### src/rtl/lamp_sequence_monitor_if.sv
// Lamp bus as seen by the sequence monitor: the sampled lamp code, the clear
// pulse, and the monitor's registered status outputs.
interface lamp_sequence_monitor_if #(
    parameter int CNT_W = 8
);
    logic [2:0]       light;
    logic             fault_clr;
    logic [1:0]       phase;
    logic             in_sync;
    logic             fault;
    logic [1:0]       fault_code;
    logic [CNT_W-1:0] cycle_count;

    modport master (
        output light, fault_clr,
        input  phase, in_sync, fault, fault_code, cycle_count
    );

    modport slave (
        input  light, fault_clr,
        output phase, in_sync, fault, fault_code, cycle_count
    );
endinterface

### src/rtl/lamp_sequence_monitor.sv
// Passive checker for the GREEN -> YELLOW -> RED lamp cycle: enforces phase
// order and dwell limits, counts completed cycles, latches a sticky fault code.
module lamp_sequence_monitor #(
    parameter int MIN_DWELL = 1,
    parameter int MAX_DWELL = 1,
    parameter int CNT_W     = 8
) (
    input logic                    clk,
    input logic                    reset,
    lamp_sequence_monitor_if.slave bus
);
    typedef enum logic [1:0] {ST_SYNC, ST_TRACK, ST_FAULT} state_t;
    typedef enum logic [1:0] {PH_NONE, PH_GREEN, PH_YELLOW, PH_RED} phase_t;
    typedef enum logic [1:0] {FC_NONE, FC_ILLEGAL, FC_ORDER, FC_DWELL} fcode_t;

    // Dwell must be able to represent MAX_DWELL+1 so a stuck phase is visible.
    localparam int DW_W = $clog2(MAX_DWELL + 2);
    localparam logic [DW_W-1:0] DW_MINV = DW_W'(MIN_DWELL);
    localparam logic [DW_W-1:0] DW_MAXV = DW_W'(MAX_DWELL);
    localparam logic [DW_W-1:0] DW_SAT  = DW_W'(MAX_DWELL + 1);

    function automatic phase_t decode(input logic [2:0] code);
        case (code)
            3'b110:  decode = PH_GREEN;
            3'b101:  decode = PH_YELLOW;
            3'b100:  decode = PH_RED;
            default: decode = PH_NONE;
        endcase
    endfunction

    function automatic phase_t successor(input phase_t p);
        case (p)
            PH_GREEN:  successor = PH_YELLOW;
            PH_YELLOW: successor = PH_RED;
            PH_RED:    successor = PH_GREEN;
            default:   successor = PH_NONE;
        endcase
    endfunction

    state_t           state;
    phase_t           phase;
    fcode_t           fault_code;
    logic             in_sync;
    logic             fault;
    logic             exempt;
    logic [DW_W-1:0]  dwell;
    logic [CNT_W-1:0] cycle_count;

    phase_t          s_ph;
    fcode_t          viol;
    logic            advance;
    logic [DW_W-1:0] dwell_inc;

    // NOTE: every always_comb output gets a default first, so no path leaves it unassigned (no latch).
    always_comb begin
        s_ph      = decode(bus.light);
        viol      = FC_NONE;
        advance   = 1'b0;
        dwell_inc = (dwell == DW_SAT) ? dwell : dwell + 1'b1;
        if (state == ST_TRACK) begin
            if (s_ph == PH_NONE) begin
                viol = FC_ILLEGAL;
            end else if (s_ph == phase) begin
                if (dwell_inc > DW_MAXV) viol = FC_DWELL;
            end else if (s_ph == successor(phase)) begin
                if (dwell < DW_MINV && !exempt) viol = FC_DWELL;
                else                            advance = 1'b1;
            end else begin
                viol = FC_ORDER;
            end
        end
    end

    // NOTE: all state uses non-blocking assignments so every register sees pre-edge values.
    always_ff @(posedge clk) begin
        if (reset) begin
            state       <= ST_SYNC;
            phase       <= PH_NONE;
            fault_code  <= FC_NONE;
            in_sync     <= 1'b0;
            fault       <= 1'b0;
            exempt      <= 1'b0;
            dwell       <= '0;
            cycle_count <= '0;
        end else if (bus.fault_clr) begin
            state      <= ST_SYNC;
            phase      <= PH_NONE;
            fault_code <= FC_NONE;
            in_sync    <= 1'b0;
            fault      <= 1'b0;
            exempt     <= 1'b0;
            dwell      <= '0;
        end else begin
            case (state)
                ST_SYNC: begin
                    if (s_ph != PH_NONE) begin
                        state   <= ST_TRACK;
                        in_sync <= 1'b1;
                        phase   <= s_ph;
                        dwell   <= DW_W'(1);
                        exempt  <= 1'b1;
                    end
                end
                ST_TRACK: begin
                    if (viol != FC_NONE) begin
                        state      <= ST_FAULT;
                        in_sync    <= 1'b0;
                        fault      <= 1'b1;
                        fault_code <= viol;
                    end else if (advance) begin
                        phase  <= s_ph;
                        dwell  <= DW_W'(1);
                        exempt <= 1'b0;
                        if (phase == PH_RED) cycle_count <= cycle_count + 1'b1;
                    end else begin
                        dwell <= dwell_inc;
                    end
                end
                ST_FAULT: ;
                default:  state <= ST_SYNC;
            endcase
        end
    end

    assign bus.phase       = phase;
    assign bus.in_sync     = in_sync;
    assign bus.fault       = fault;
    assign bus.fault_code  = fault_code;
    assign bus.cycle_count = cycle_count;
endmodule
### src/flat_wrapper.sv
// flat-port wrapper written by rule: the top's interface ports become plain ports
module lamp_sequence_monitor_flat 
#(
    parameter int MIN_DWELL = 1,
    parameter int MAX_DWELL = 1,
    parameter int CNT_W     = 8
)
  (clk, reset, bus_light, bus_fault_clr, bus_phase, bus_in_sync, bus_fault, bus_fault_code, bus_cycle_count);
  lamp_sequence_monitor_if #(.CNT_W(CNT_W)) bus_i ();
  input logic clk;
  input logic reset;
  input wire logic [$bits(bus_i.light)-1:0] bus_light;
  input wire logic [$bits(bus_i.fault_clr)-1:0] bus_fault_clr;
  output wire logic [$bits(bus_i.phase)-1:0] bus_phase;
  output wire logic [$bits(bus_i.in_sync)-1:0] bus_in_sync;
  output wire logic [$bits(bus_i.fault)-1:0] bus_fault;
  output wire logic [$bits(bus_i.fault_code)-1:0] bus_fault_code;
  output wire logic [$bits(bus_i.cycle_count)-1:0] bus_cycle_count;
  assign bus_i.light = bus_light;
  assign bus_i.fault_clr = bus_fault_clr;
  assign bus_phase = bus_i.phase;
  assign bus_in_sync = bus_i.in_sync;
  assign bus_fault = bus_i.fault;
  assign bus_fault_code = bus_i.fault_code;
  assign bus_cycle_count = bus_i.cycle_count;
  lamp_sequence_monitor #(.MIN_DWELL(MIN_DWELL), .MAX_DWELL(MAX_DWELL), .CNT_W(CNT_W)) u_core (.clk(clk), .reset(reset), .bus(bus_i));
endmodule
### config.mk
export PLATFORM = sky130hd
export DESIGN_NAME = lamp_sequence_monitor_flat
export DESIGN_NICKNAME = d
export VERILOG_FILES = /design/src/rtl/lamp_sequence_monitor_if.sv /design/src/rtl/lamp_sequence_monitor.sv /design/src/flat_wrapper.sv
export SDC_FILE = /design/constraint.sdc
export NUM_CORES = 1
export LEC_CHECK = 0
export ABC_AREA = 1
export BUFFER_PORTS_ARGS = -buffer_cell sky130_fd_sc_hd__buf_2
export CORE_ASPECT_RATIO = 1.5
export CORE_UTILIZATION = 54
export CTS_CLUSTER_DIAMETER = 30
export DETAILED_ROUTE_END_ITERATION = 16
export PLACE_DENSITY = 0.86
export SLEW_MARGIN = 0
export SYNTH_ARGS = -nofsm -noshare
export SYNTH_HDL_FRONTEND = slang
export SYNTH_SLANG_ARGS = --single-unit
export TNS_END_PERCENT = 20
### constraint.sdc
create_clock -name clk -period 2 [get_ports clk]
set_clock_uncertainty 0.2 [all_clocks]
set_input_delay 0.3 -clock clk [delete_from_list [all_inputs] [get_ports clk]]
set_output_delay 0.3 -clock clk [all_outputs]
set_load 0.1 [all_outputs]
; Yosys cells after proc, flatten, opt, wreduce, memory -nomap -nowiden
; Index checks and enable logic that the tools add are counted.
[word_totals]
ff_bits = 19
[op_classes]
addsub = 2
n_lt_le_gt_ge = 2
eq_ne = 15
n_mux = 33
bitwise = 3
n_reduce_logical = 14
[ops]
columns = operator, n
row1 = $mux W2, 17
row2 = $pmux W2 S3, 3
row3 = $eq A3 B3 Y1 const B, 3
row4 = $mux W1, 9
row5 = $reduce_and A3 Y1, 3
row6 = $add A8 B1 Y8 const B, 1
row7 = $eq A2 B2 Y1 const B, 4
row8 = $pmux W2 S2, 2
row9 = $reduce_bool A2 Y1, 3
row10 = $reduce_and A5 Y1, 1
row11 = $eq A2 B1 Y1 const B, 2
row12 = $eq A2 B2 Y1, 2
row13 = $logic_not A2 Y1, 2
row14 = $ne A2 B1 Y1 const B, 2
row15 = $ne A2 B2 Y1 const B, 2
row16 = $pmux W1 S2, 2
row17 = $reduce_and A4 Y1, 1
row18 = $not A1 Y1, 3
row19 = $add A2 B1 Y2 const B, 1
row20 = $gt A2 B1 Y1 const B, 1
row21 = $lt A2 B1 Y1 const B, 1
row22 = $reduce_and A2 Y1, 1
row23 = $reduce_or A2 Y1, 1
row24 = $logic_and A1 B1 Y1, 1
row25 = $logic_not A1 Y1, 1

; Depth between registers and ports, before layout
; Gate-level depths: netlist of run 1.
[logic_depth]
ltp_word = 14
ltp_mapped = 14
mapped_depth_nobuf = 14

; Worst setup path before layout of run 1
; No wires, ideal clock.
[synth_path]
kind = register -> register
from = register u_core.phase[0], in the netlist u_core.bus.phase[0]
to = register u_core.cycle_count[3], in the netlist u_core.bus.cycle_count[3]
setup_time_ps = 130
arrival_ps = 2261
path_slack_ps = -591
stages_incl_launch_ff = 11
path_buffers = 0
cell_sequence = dfxtp_1 inv_1 ha_1 inv_1 nand3_1 nand2_1 nand4_4 nor2_8 nand3_4 nand2_1 a21oi_1
[synth_via]
elab_chain_len = 13
[synth_rtl]
columns = item, line
row1 = "start, declared", lamp_sequence_monitor.sv:41  ; phase_t phase;
row2 = "start signal, assigned", lamp_sequence_monitor.sv:99  ; phase <= s_ph;
row3 = "start signal, assigned", lamp_sequence_monitor.sv:111  ; phase <= s_ph;
row4 = "$eq A2 B2 Y1, or another cell as far along", "lamp_sequence_monitor.sv:32, lamp_sequence_monitor.sv:114"
row5 = $pmux W2 S3, lamp_sequence_monitor.sv:32  ; case (p)
row6 = $mux W2, lamp_sequence_monitor.sv:63  ; end else if (s_ph == phase) begin
row7 = $mux W2, lamp_sequence_monitor.sv:61  ; if (s_ph == PH_NONE) begin
row8 = $mux W2, lamp_sequence_monitor.sv:60  ; if (state == ST_TRACK) begin
row9 = $eq A2 B2 Y1, lamp_sequence_monitor.sv:65  ; end else if (s_ph == successor(phase)) begin
row10 = $mux W2, lamp_sequence_monitor.sv:65
row11 = $mux W2, lamp_sequence_monitor.sv:63
row12 = $mux W2, lamp_sequence_monitor.sv:61
row13 = $mux W2, lamp_sequence_monitor.sv:60
row14 = $reduce_bool A2 Y1, lamp_sequence_monitor.sv:105  ; if (viol != FC_NONE) begin
row15 = $not A1 Y1 (no line), -
row16 = $reduce_and A5 Y1 (no line) *, -
row17 = "end signal, assigned", lamp_sequence_monitor.sv:114  ; if (phase == PH_RED) cycle_count <= cycle_count + 1'b1;
row18 = "end, declared", lamp_sequence_monitor.sv:47  ; logic [CNT_W-1:0] cycle_count;
; Every way passes the cells marked *; elsewhere a longest branch is shown, timed or not. The select of a mux whose other input is x is not followed.
; A chain may end at the register's enable or synchronous reset.

; Worst setup path after layout of run 1
[layout_path]
from = register u_core.phase[0], in the netlist u_core.bus.phase[0]
to = register u_core.cycle_count[1], in the netlist u_core.bus.cycle_count[1]
; The elaborated chain is that of the path after synthesis.

==> impl_metrics.csv, run 1 <==
group,metric,value,unit
timing,period_share,91.57,%
power,pwr-share-clk,27.7,%
timing,worstMarginPinSlew,486.8,ps
critical_path,worstPathArrival,1830,ps
clocking,clkTransAtPathRegs,110,ps
placed_design,io_buffers,19,
power,power.net_switching,0.2242,mW
floorplan,start_util,59.16,%
timing,drv_slew,0,
yosys,syn_avg_cell_area,7.262,sq um
yosys,post-synth-top-area-fraction,34.23,%
critical_path,cp_data_required_time,2000,ps
power,peakVddDrop,0.4393,mV
timing,final-hold-violation-count,0,
power,powerDensity,552.7,nW/um^2
global_routing,first_global_vias,958,
layout,final_cell_mix,"30 x nand2_1, 21 x inv_1, 19 x buf_2, 14 x a21oi_1, 12 x dfxtp_1",
clocking,post-cts-setup-buffer-count,0,
yosys,syn_inst,153,
placed_design,gp_congestion,0.8312,
layout,fill_cells,157,
worst_hold_path,hp-class,"in -> reg",
critical_path,startpoint_type,"flop",
layout,final_common_cell,"nand2_1",
clocking,cts_tree,"yes",
global_routing,grt_pass1_wl,3650,microns
clocking,h-tree-depth,1,
detailed_routing,wl,2140,microns
timing,maxSlewHeadroom,67.77,%
power,comb_power_share,18.2,%
placed_design,post-place-ws,151.5,ps
yosys,synth_area,1111,sq um
global_routing,grt_max_degree,12,
flow_run,maxCapViolations,0,
detailed_routing,vias_per_cell,5.154,
detailed_routing,wire_per_inst,10.97,microns
layout,num_antenna_cells,0,
timing,fin_ws,168.5,ps
global_routing,antenna_found_initial,0,
detailed_routing,drtIter0Drc,26,
critical_path,critPathMaxFanout,9,
yosys,ys_ff_latch,19,
floorplan,die_y,57.56,microns
yosys,synthTopCellsByArea,"dfxtp_1 34%, nand2_1 10%, inv_1 7.4%, a21oi_1 6.3%, ha_1 4.5%",
yosys,synth-seq-area-share,34.23,%
critical_path,crit_type,"reg -> reg",
yosys,synth_nets,163,
power,seqPwrFrac,54.1,%
power,p_leak,0.6105,nW
timing,fmax,0.5460,GHz
layout,final_nets,185,
global_routing,grt-ovfl-total,0,
timing,min_period,1831,ps
timing,setup_viol,0,
global_routing,grtUsageTotal,22.57,%
floorplan,core,1878,sq um
power,sw_frac_of_total,31.24,%
clocking,max-clock-path-buffers,2,
critical_path,critPathCaptureType,"flop",
layout,area_growth,16.89,%
detailed_routing,first_pass_iters,4,
detailed_routing,dr_total_vias,1005,
timing,fin_setup_tns,0,ps
floorplan,io_pins,20,
floorplan,die_w,39.04,microns
outcome,outcome,"completed",
layout,layout-drive-gt1-share,30.46,%
detailed_routing,antenna_left,0,
layout,postLayoutCoreUtil,69.15,%
yosys,ys_warn_count,0,
clocking,clock-root-buffer,"clkbuf_4",
clocking,cts_buffers,3,
floorplan,dieArea,2247,sq um
clocking,clock-sinks,19,
detailed_routing,drc,0,
yosys,yosysUniqueCellTypes,26,
floorplan,placementRows,19,
yosys,synth_area_leader_cell,"dfxtp_1",
timing,rsz0062_at_grt,"no",
power,p_int,0.4936,mW
clocking,insertion_delay,310,ps
placed_design,hpwl,1759,microns
clocking,ctsHoldBuffers,0,
==> logic make-up after synthesis <==
| logic type | count (synthesis) | share of synthesized area [%] |
|---|---|---|
| simple gates | 78 | 38.29 |
| compound gates | 20 | 9.347 |
| flops | 19 | 34.23 |
| buf+inv | 26 | 8.896 |
| xor+xnor | 6 | 4.731 |
| fa+ha+maj | 4 | 4.505 |
==> final timing paths <==
| check | start | end | slack (ps) | depth (start not counted) |
|---|---|---|---|---|
| max | u_core.bus.phase[0] | u_core.bus.cycle_count[1] | 170 | 10 |
| min | reset | u_core.bus.cycle_count[3] | 50 | 2 |
| max reg2reg | u_core.bus.phase[0] | u_core.bus.cycle_count[1] | 170 | 10 |
| min reg2reg | u_core.exempt | u_core.exempt | 270 | 2 |
==> Yosys cell counts (all sizes together) <==
cell / number
nor2: 17
nand3: 12
dfxtp: 19
buf: 1
xor2: 3
a21oi: 14
inv: 24
nand2: 37
ha: 4
nand4: 9
o21ai: 6
clkbuf: 1
xnor2: 3
nor3: 2
nand3b: 1
==> flip-flops by register name, summed over array words and instances, names as in the netlist <==
| register | count |
|---|---|
| u_core.bus.fault | 1 |
| u_core.exempt | 1 |
| u_core.bus.fault_code | 2 |
| u_core.bus.in_sync | 1 |
| u_core.bus.cycle_count | 8 |
| u_core.bus.phase | 2 |
| u_core.state | 2 |
| u_core.dwell | 2 |
==> critical path: stages (launching register included) <==
cell and delay (ps):
dfxtp_4 400, inv_2 60, ha_4 230, inv_1 50
nand3_1 80, nand2_2 100, nand4_4 140, nor2_8 200
nand3_4 130, nand2_1 80, a21oi_1 60
==> stage by stage <==
stage	total power, mW	area (sq um)	hold WS, ps	cells
after floorplan	0.5004	1152	225.5	153
after global placement	0.5229	1265	239.7	191
after detailed placement	0.5254	1265	251.8	191
after CTS	0.7183	1292	44.69	195
after global routing	0.7450	1299	58.01	195
final	0.7178	1299	45.85	195
==> power by group through the flow <==
| stage | clock [mW] | combinational (mW) | sequential [mW] |
|---|---|---|---|
| floorplan | 0 | 0.0799 | 0.421 |
| global placement | 0 | 0.126 | 0.397 |
| finish | 0.199 | 0.131 | 0.388 |
| global route | 0.211 | 0.145 | 0.390 |
| CTS | 0.200 | 0.129 | 0.389 |
| detailed placement | 0 | 0.128 | 0.397 |
==> routing by layer <==
layer	wire (microns)	global-route usage [%]	part of all wire, %
met5	0	0	0
met4	44	10.84	2.1
met3	42	2.335	2.0
met2	1220	44.29	57
met1	833	20.78	39
==> layout make-up <==
cell class,instances,area [sq um],share of cell area [%]
Tap cell,21,26.28,2.023
Timing Repair Buffer,19,95.09,7.322
Clock inverter,1,5.005,0.3854
Inverter,24,90.09,6.936
Multi-Input combinational cell,108,665.6,51.25
Clock buffer,3,22.52,1.734
Sequential cell,19,394.1,30.35
==> repair_timing <==
| item | CTS | global route |
|---|---|---|
| endpoints found under the setup margin | 0 | 2 |
| gates resized for setup | 0 | 2 |
| hold endpoints to repair | 0 | 0 |
Power figures use the tool's default switching activity.
==> run 2: changes to the inputs <==
CORE_MARGIN = 1   (was unset)
clock period = 2.1 ns   (was 2 ns; I/O delays follow)
==> run 2 against run 1 <==
Net effect:
- die area unchanged
- hold slack gained 15 ps
- power decreased by 5.6%
- global-route usage grew 0.18 points
- critical path depth stayed put
- final area fell by 1.6%
- sequential cell count unchanged
- cell count increased by 0.51%
- combinational power fell by 7%
- largest power group unchanged
- critical endpoint is now u_core.bus.cycle_count[4]
- critical path type unchanged
- clock-buffer cell count is the same
==> impl_metrics.csv, run 2 (synthesis gave the netlist of run 1 again) <==
group,metric,value,unit
clocking,clkTransAtPathRegs,110,ps
global_routing,antenna_found_initial,0,
detailed_routing,drc,0,
global_routing,use_met2,40.48,%
timing,drv_slew,0,
timing,period_share,93.94,%
placed_design,gp_congestion,0.7798,
floorplan,io_pins,20,
floorplan,die_w,39.04,microns
critical_path,slowest_delay,370,ps
clocking,max-clock-path-buffers,2,
worst_hold_path,worstHoldStart,"reset",
global_routing,grtUsageMet3,3.502,%
floorplan,start_util,59.16,%
clocking,insertion_delay,300,ps
layout,fin_cells,196,
layout,num_antenna_cells,0,
layout,area_growth,14.98,%
detailed_routing,wl,2190,microns
power,powerDensity,530.5,nW/um^2
critical_path,critical-path-slowest-cell,"dfxtp_4",
clocking,cts_tree,"yes",
clocking,clock-sinks,19,
critical_path,cp_data_required_time,2090,ps
critical_path,startpoint_type,"flop",
critical_path,regToRegEndpoint,"u_core.bus.cycle_count[4]",
critical_path,rrSetupSlack,130,ps
layout,postLayoutCoreUtil,68.02,%
worst_hold_path,hold_depth,2,
global_routing,first_global_vias,958,
detailed_routing,wire_per_inst,11.17,microns
outcome,outcome,"completed",
layout,final_common_cell,"nand2_1",
layout,largest_reg_flops,8,
detailed_routing,antenna_left,0,
timing,min_period,1973,ps
power,peakVddDrop,0.5078,mV
critical_path,worstPathCellList,"inv_1 > ha_1 > inv_1 > nand3_1 > nand2_1 > nand4_4 > nor2_8 > nand3_4 > nand2_1 > a21oi_1",
clocking,h-tree-depth,1,
critical_path,r2r-start,"u_core.bus.phase[0]",
critical_path,critPathMaxFanout,9,
timing,worstMarginPinSlew,487.6,ps
critical_path,critPathCaptureType,"flop",
worst_hold_path,hp-class,"in -> reg",
critical_path,worstPathArrival,1970,ps
critical_path,cp-startpoint,"u_core.bus.phase[0]",
placed_design,post-place-cells,192,
clocking,cts_buffers,3,
floorplan,core,1878,sq um
detailed_routing,first_pass_iters,4,
layout,layout-drive-gt1-share,26.29,%
flow_run,maxCapViolations,0,
placed_design,post-place-ws,128.8,ps
layout,final_nets,186,
critical_path,crit_type,"reg -> reg",
detailed_routing,dr_total_vias,1026,
global_routing,grt-ovfl-total,0,
global_routing,grtUsageTotal,22.74,%
detailed_routing,vias_per_cell,5.235,
timing,fin_ws,127.2,ps
critical_path,rr_worst_depth,10,
timing,setup_viol,0,
layout,regMostFlops,"u_core.bus.cycle_count",
timing,fmax,0.5069,GHz
timing,maxSlewHeadroom,67.72,%
worst_hold_path,hold_path_end,"u_core.bus.cycle_count[2]",
detailed_routing,drtIter0Drc,20,
placed_design,io_buffers,19,
global_routing,globalRouteMet1Util,25.56,%
floorplan,placementRows,19,
floorplan,die_y,57.56,microns
global_routing,grt_max_degree,12,
power,p_leak,0.6189,nW
layout,final_cell_mix,"31 x nand2_1, 22 x inv_1, 19 x buf_2, 14 x a21oi_1, 14 x dfxtp_1",
floorplan,dieArea,2247,sq um
timing,rsz0062_at_grt,"yes",
placed_design,hpwl,1787,microns
global_routing,grt-busiest-layer,"met2",
clocking,ctsHoldBuffers,0,
timing,final-hold-violation-count,0,
global_routing,grt_pass1_wl,3657,microns
clocking,clock-root-buffer,"clkbuf_4",
[run 2: cell types whose count changed in the layout (fill, tap and decap cells not counted), moves of 2 or more]
cell     before  now
dfxtp_1      12   14
dfxtp_2       5    3
ha_1          2    4
ha_4          2    0
o21ai_2       2    0
[run 2: critical path, delay by kind of cell (launching register included)]
kind,cells,cell delay [ps]
AOI/OAI and AO/OA,1,70
adders and majority gates,1,300
buffers and inverters,2,110
DFF,1,370
and+or+nand+nor,6,800
[run 2: worst max path at each step]
stage / cells after the start / to / slack (ps)
after floorplan: 6 / u_core.bus.cycle_count[6] / 20
after global placement: 10 / u_core.bus.phase[1] / 190
after detailed placement: 10 / u_core.exempt / 130
after CTS: 10 / u_core.bus.phase[0] / 120
after global routing: 10 / u_core.bus.cycle_count[4] / -10
final: 10 / u_core.bus.cycle_count[4] / 130
[run 2: per-layer routing]
layer | up-vias | routed length, microns
li1 | 538 | -
met1 | 456 | 912
met2 | 27 | 1152
met3 | 5 | 83
met4 | 0 | 41
met5 | - | 0
[run 2: timing repair]
item / in CTS / in global routing
gates resized for setup: 0 / 1
setup buffers: 0 / 0
endpoints found under the setup margin: 0 / 3
endpoints found under the hold margin: 0 / 0
[run 2: power breakdown]
part / switching, mW / internal (mW) / total, mW
registers: 0.00424 / 0.365 / 0.369
clock network: 0.115 / 0.0711 / 0.186
logic: 0.0901 / 0.0321 / 0.122
[run 2: area by class of cell]
cell class / instances / area, sq um
Multi-Input combinational cell: 108 / 639.4
Clock buffer: 3 / 22.52
Fill cell: 170 / 600.6
Clock inverter: 1 / 5.005
Inverter: 24 / 90.09
Tap cell: 21 / 26.28
Sequential cell: 19 / 391.6
Timing Repair Buffer: 20 / 102.6
[run 2: through the flow]
| step | hold WS [ps] | cell area [sq um] | power [mW] | TNS [ps] |
|---|---|---|---|---|
| finish | 60.44 | 1277 | 0.6777 | 0 |
| global placement | 235.6 | 1242 | 0.4955 | 0 |
| detailed placement | 241.1 | 1242 | 0.4982 | 0 |
| global route | 73.02 | 1277 | 0.7079 | -33.79 |
| floorplan | 225.5 | 1122 | 0.4741 | 0 |
| CTS | 55.52 | 1270 | 0.6844 | 0 |
==> run 3: changes to the inputs <==
CORE_ASPECT_RATIO = unset   (was 1.5)
CORE_UTILIZATION = 58   (was 54)
PLACE_DENSITY = 0.9   (was 0.86)
clock period = 2.4 ns   (was 2.1 ns; I/O delays follow)
==> run 3 against run 2 <==
Net effect:
- hold slack improved by 69 ps
- critical path type unchanged
- sequential cell count unchanged
- setup slack improved by 300 ps
==> impl_metrics.csv, run 3 (synthesis gave the netlist of run 1 again) <==
group,metric,value,unit
layout,final_area,1266,sq um
floorplan,io_pins,20,
critical_path,worstPathArrival,1970,ps
timing,fmax,0.5068,GHz
placed_design,io_buffers,19,
clocking,post-cts-setup-buffer-count,0,
detailed_routing,antenna_left,0,
flow_run,maxCapViolations,0,
clocking,cts_buffers,3,
critical_path,critPathMaxFanout,5,
worst_hold_path,hold_path_end,"u_core.bus.cycle_count[4]",
power,powerDensity,465.8,nW/um^2
clocking,clkTransAtPathRegs,110,ps
detailed_routing,wl,2185,microns
timing,fin_setup_tns,0,ps
layout,num_antenna_cells,0,
outcome,outcome,"completed",
layout,largest_reg_flops,8,
critical_path,cp_common_cell,"nand2_1",
critical_path,cp_data_required_time,2390,ps
clocking,max-clock-path-buffers,2,
detailed_routing,wire_per_inst,10.93,microns
layout,area_growth,13.96,%
timing,drv_slew,0,
clocking,ctsHoldBuffers,0,
critical_path,worstPathCellList,"inv_1 > ha_1 > inv_1 > nand3_1 > nand2_1 > nand4_4 > nand2_2 > nand3_2 > nand2_2 > nand2_1 > nand2_1 > nor2_2",
clocking,clock-root-buffer,"clkbuf_4",
placed_design,place_area,1239,sq um
timing,rsz0062_at_grt,"no",
global_routing,first_global_vias,862,
critical_path,r2r-start,"u_core.bus.phase[0]",
layout,final_nets,186,
timing,min_period,1973,ps
floorplan,die_w,45.77,microns
global_routing,antenna_found_initial,0,
critical_path,slowest_delay,380,ps
timing,maxSlewHeadroom,67.40,%
layout,final_common_cell,"nand2_1",
global_routing,grt_pass1_wl,3450,microns
clocking,cts_tree,"yes",
clocking,clock-sinks,19,
floorplan,core,1764,sq um
global_routing,grtUsageTotal,22.63,%
timing,setup_viol,0,
detailed_routing,vias_per_cell,4.965,
detailed_routing,dr_total_vias,993,
critical_path,startpoint_type,"flop",
worst_hold_path,hp-class,"in -> reg",
detailed_routing,first_pass_iters,4,
critical_path,rrSetupSlack,430,ps
clocking,insertion_delay,290,ps
floorplan,die_y,45.77,microns
clocking,h-tree-depth,1,
critical_path,critPathCaptureType,"flop",
clocking,cts_resized,0,
critical_path,critical-path-slowest-cell,"dfxtp_2",
global_routing,grt_max_degree,12,
power,finalPower,0.5897,mW
layout,regMostFlops,"u_core.bus.cycle_count",
floorplan,placementRows,15,
placed_design,gp_congestion,0.8214,
detailed_routing,drc,0,
layout,layout-drive-gt1-share,24.57,%
power,peakVddDrop,0.3959,mV
critical_path,crit_type,"reg -> reg",
layout,fill_cells,168,
critical_path,rr_worst_depth,12,
detailed_routing,drtIter0Drc,22,
worst_hold_path,hold_depth,2,
power,p_leak,0.6156,nW
placed_design,hpwl,1765,microns
timing,worstMarginPinSlew,492.5,ps
floorplan,start_util,62.98,%
floorplan,dieArea,2094,sq um
layout,final_cell_mix,"31 x nand2_1, 22 x inv_1, 19 x buf_2, 17 x dfxtp_1, 14 x a21oi_1",
timing,final-hold-violation-count,0,
timing,period_share,82.22,%
critical_path,regToRegEndpoint,"u_core.dwell[0]",
worst_hold_path,worstHoldStart,"reset",
global_routing,grt-ovfl-total,0,
run 3: where the power goes:
part / leakage, nW / internal [mW] / total, mW / switching, mW
registers: 0.155 / 0.321 / 0.325 / 0.00403
logic: 0.443 / 0.0277 / 0.106 / 0.0780
clock network: 0.0177 / 0.0620 / 0.159 / 0.0967
run 3: how the worst max path moves through the flow:
stage,startpoint,to,slack [ps],cells past startpoint
after global routing,u_core.bus.phase[0],u_core.exempt,220,10
after floorplan,u_core.bus.cycle_count[0],u_core.bus.cycle_count[6],120,7
after global placement,u_core.bus.phase[0],u_core.dwell[0],530,12
after CTS,u_core.bus.phase[0],u_core.dwell[0],420,12
after detailed placement,u_core.bus.phase[0],u_core.dwell[0],450,12
final,u_core.bus.phase[0],u_core.dwell[0],430,12
run 3: routing by layer:
layer	track usage [%]	up-vias	routed length [microns]
met4	8.824	0	8
met5	0	-	0
li1	-	537	-
met1	28.68	428	1008
met3	2.381	2	97
met2	39.14	26	1071
run 3: layout make-up:
cell class                 instances  area, sq um  area share, %
tap                               25        31.28          2.470
clock inverter                     1        5.005         0.3953
timing repair buffer              20        102.6          8.103
multi-input combinational        108        631.9          49.90
sequential                        19        382.9          30.24
clock buffer                       3        22.52          1.779
inverter                          24        90.09          7.115
run 3: per-stage QoR:
| stage | instances | setup slack [ps] | util [%] | hold slack (ps) |
|---|---|---|---|---|
| after floorplan | 153 | 116.7 | - | 225.5 |
| final | 200 | 426.8 | 71.77 | 129.6 |
| after global routing | 200 | 218.2 | 71.77 | 135.4 |
| after global placement | 196 | 531.8 | 70.21 | 237.0 |
| after detailed placement | 196 | 453.4 | 70.21 | 237.9 |
| after CTS | 200 | 422.4 | 71.77 | 110.8 |
run 3: worst max-delay path, delay by kind of cell, from the launching register on:
family	cells	cell delay, ps
adder cells (fa/ha/maj)	1	310
buffers and inverters	2	130
flip-flops	1	380
AND/OR/NAND/NOR	9	860
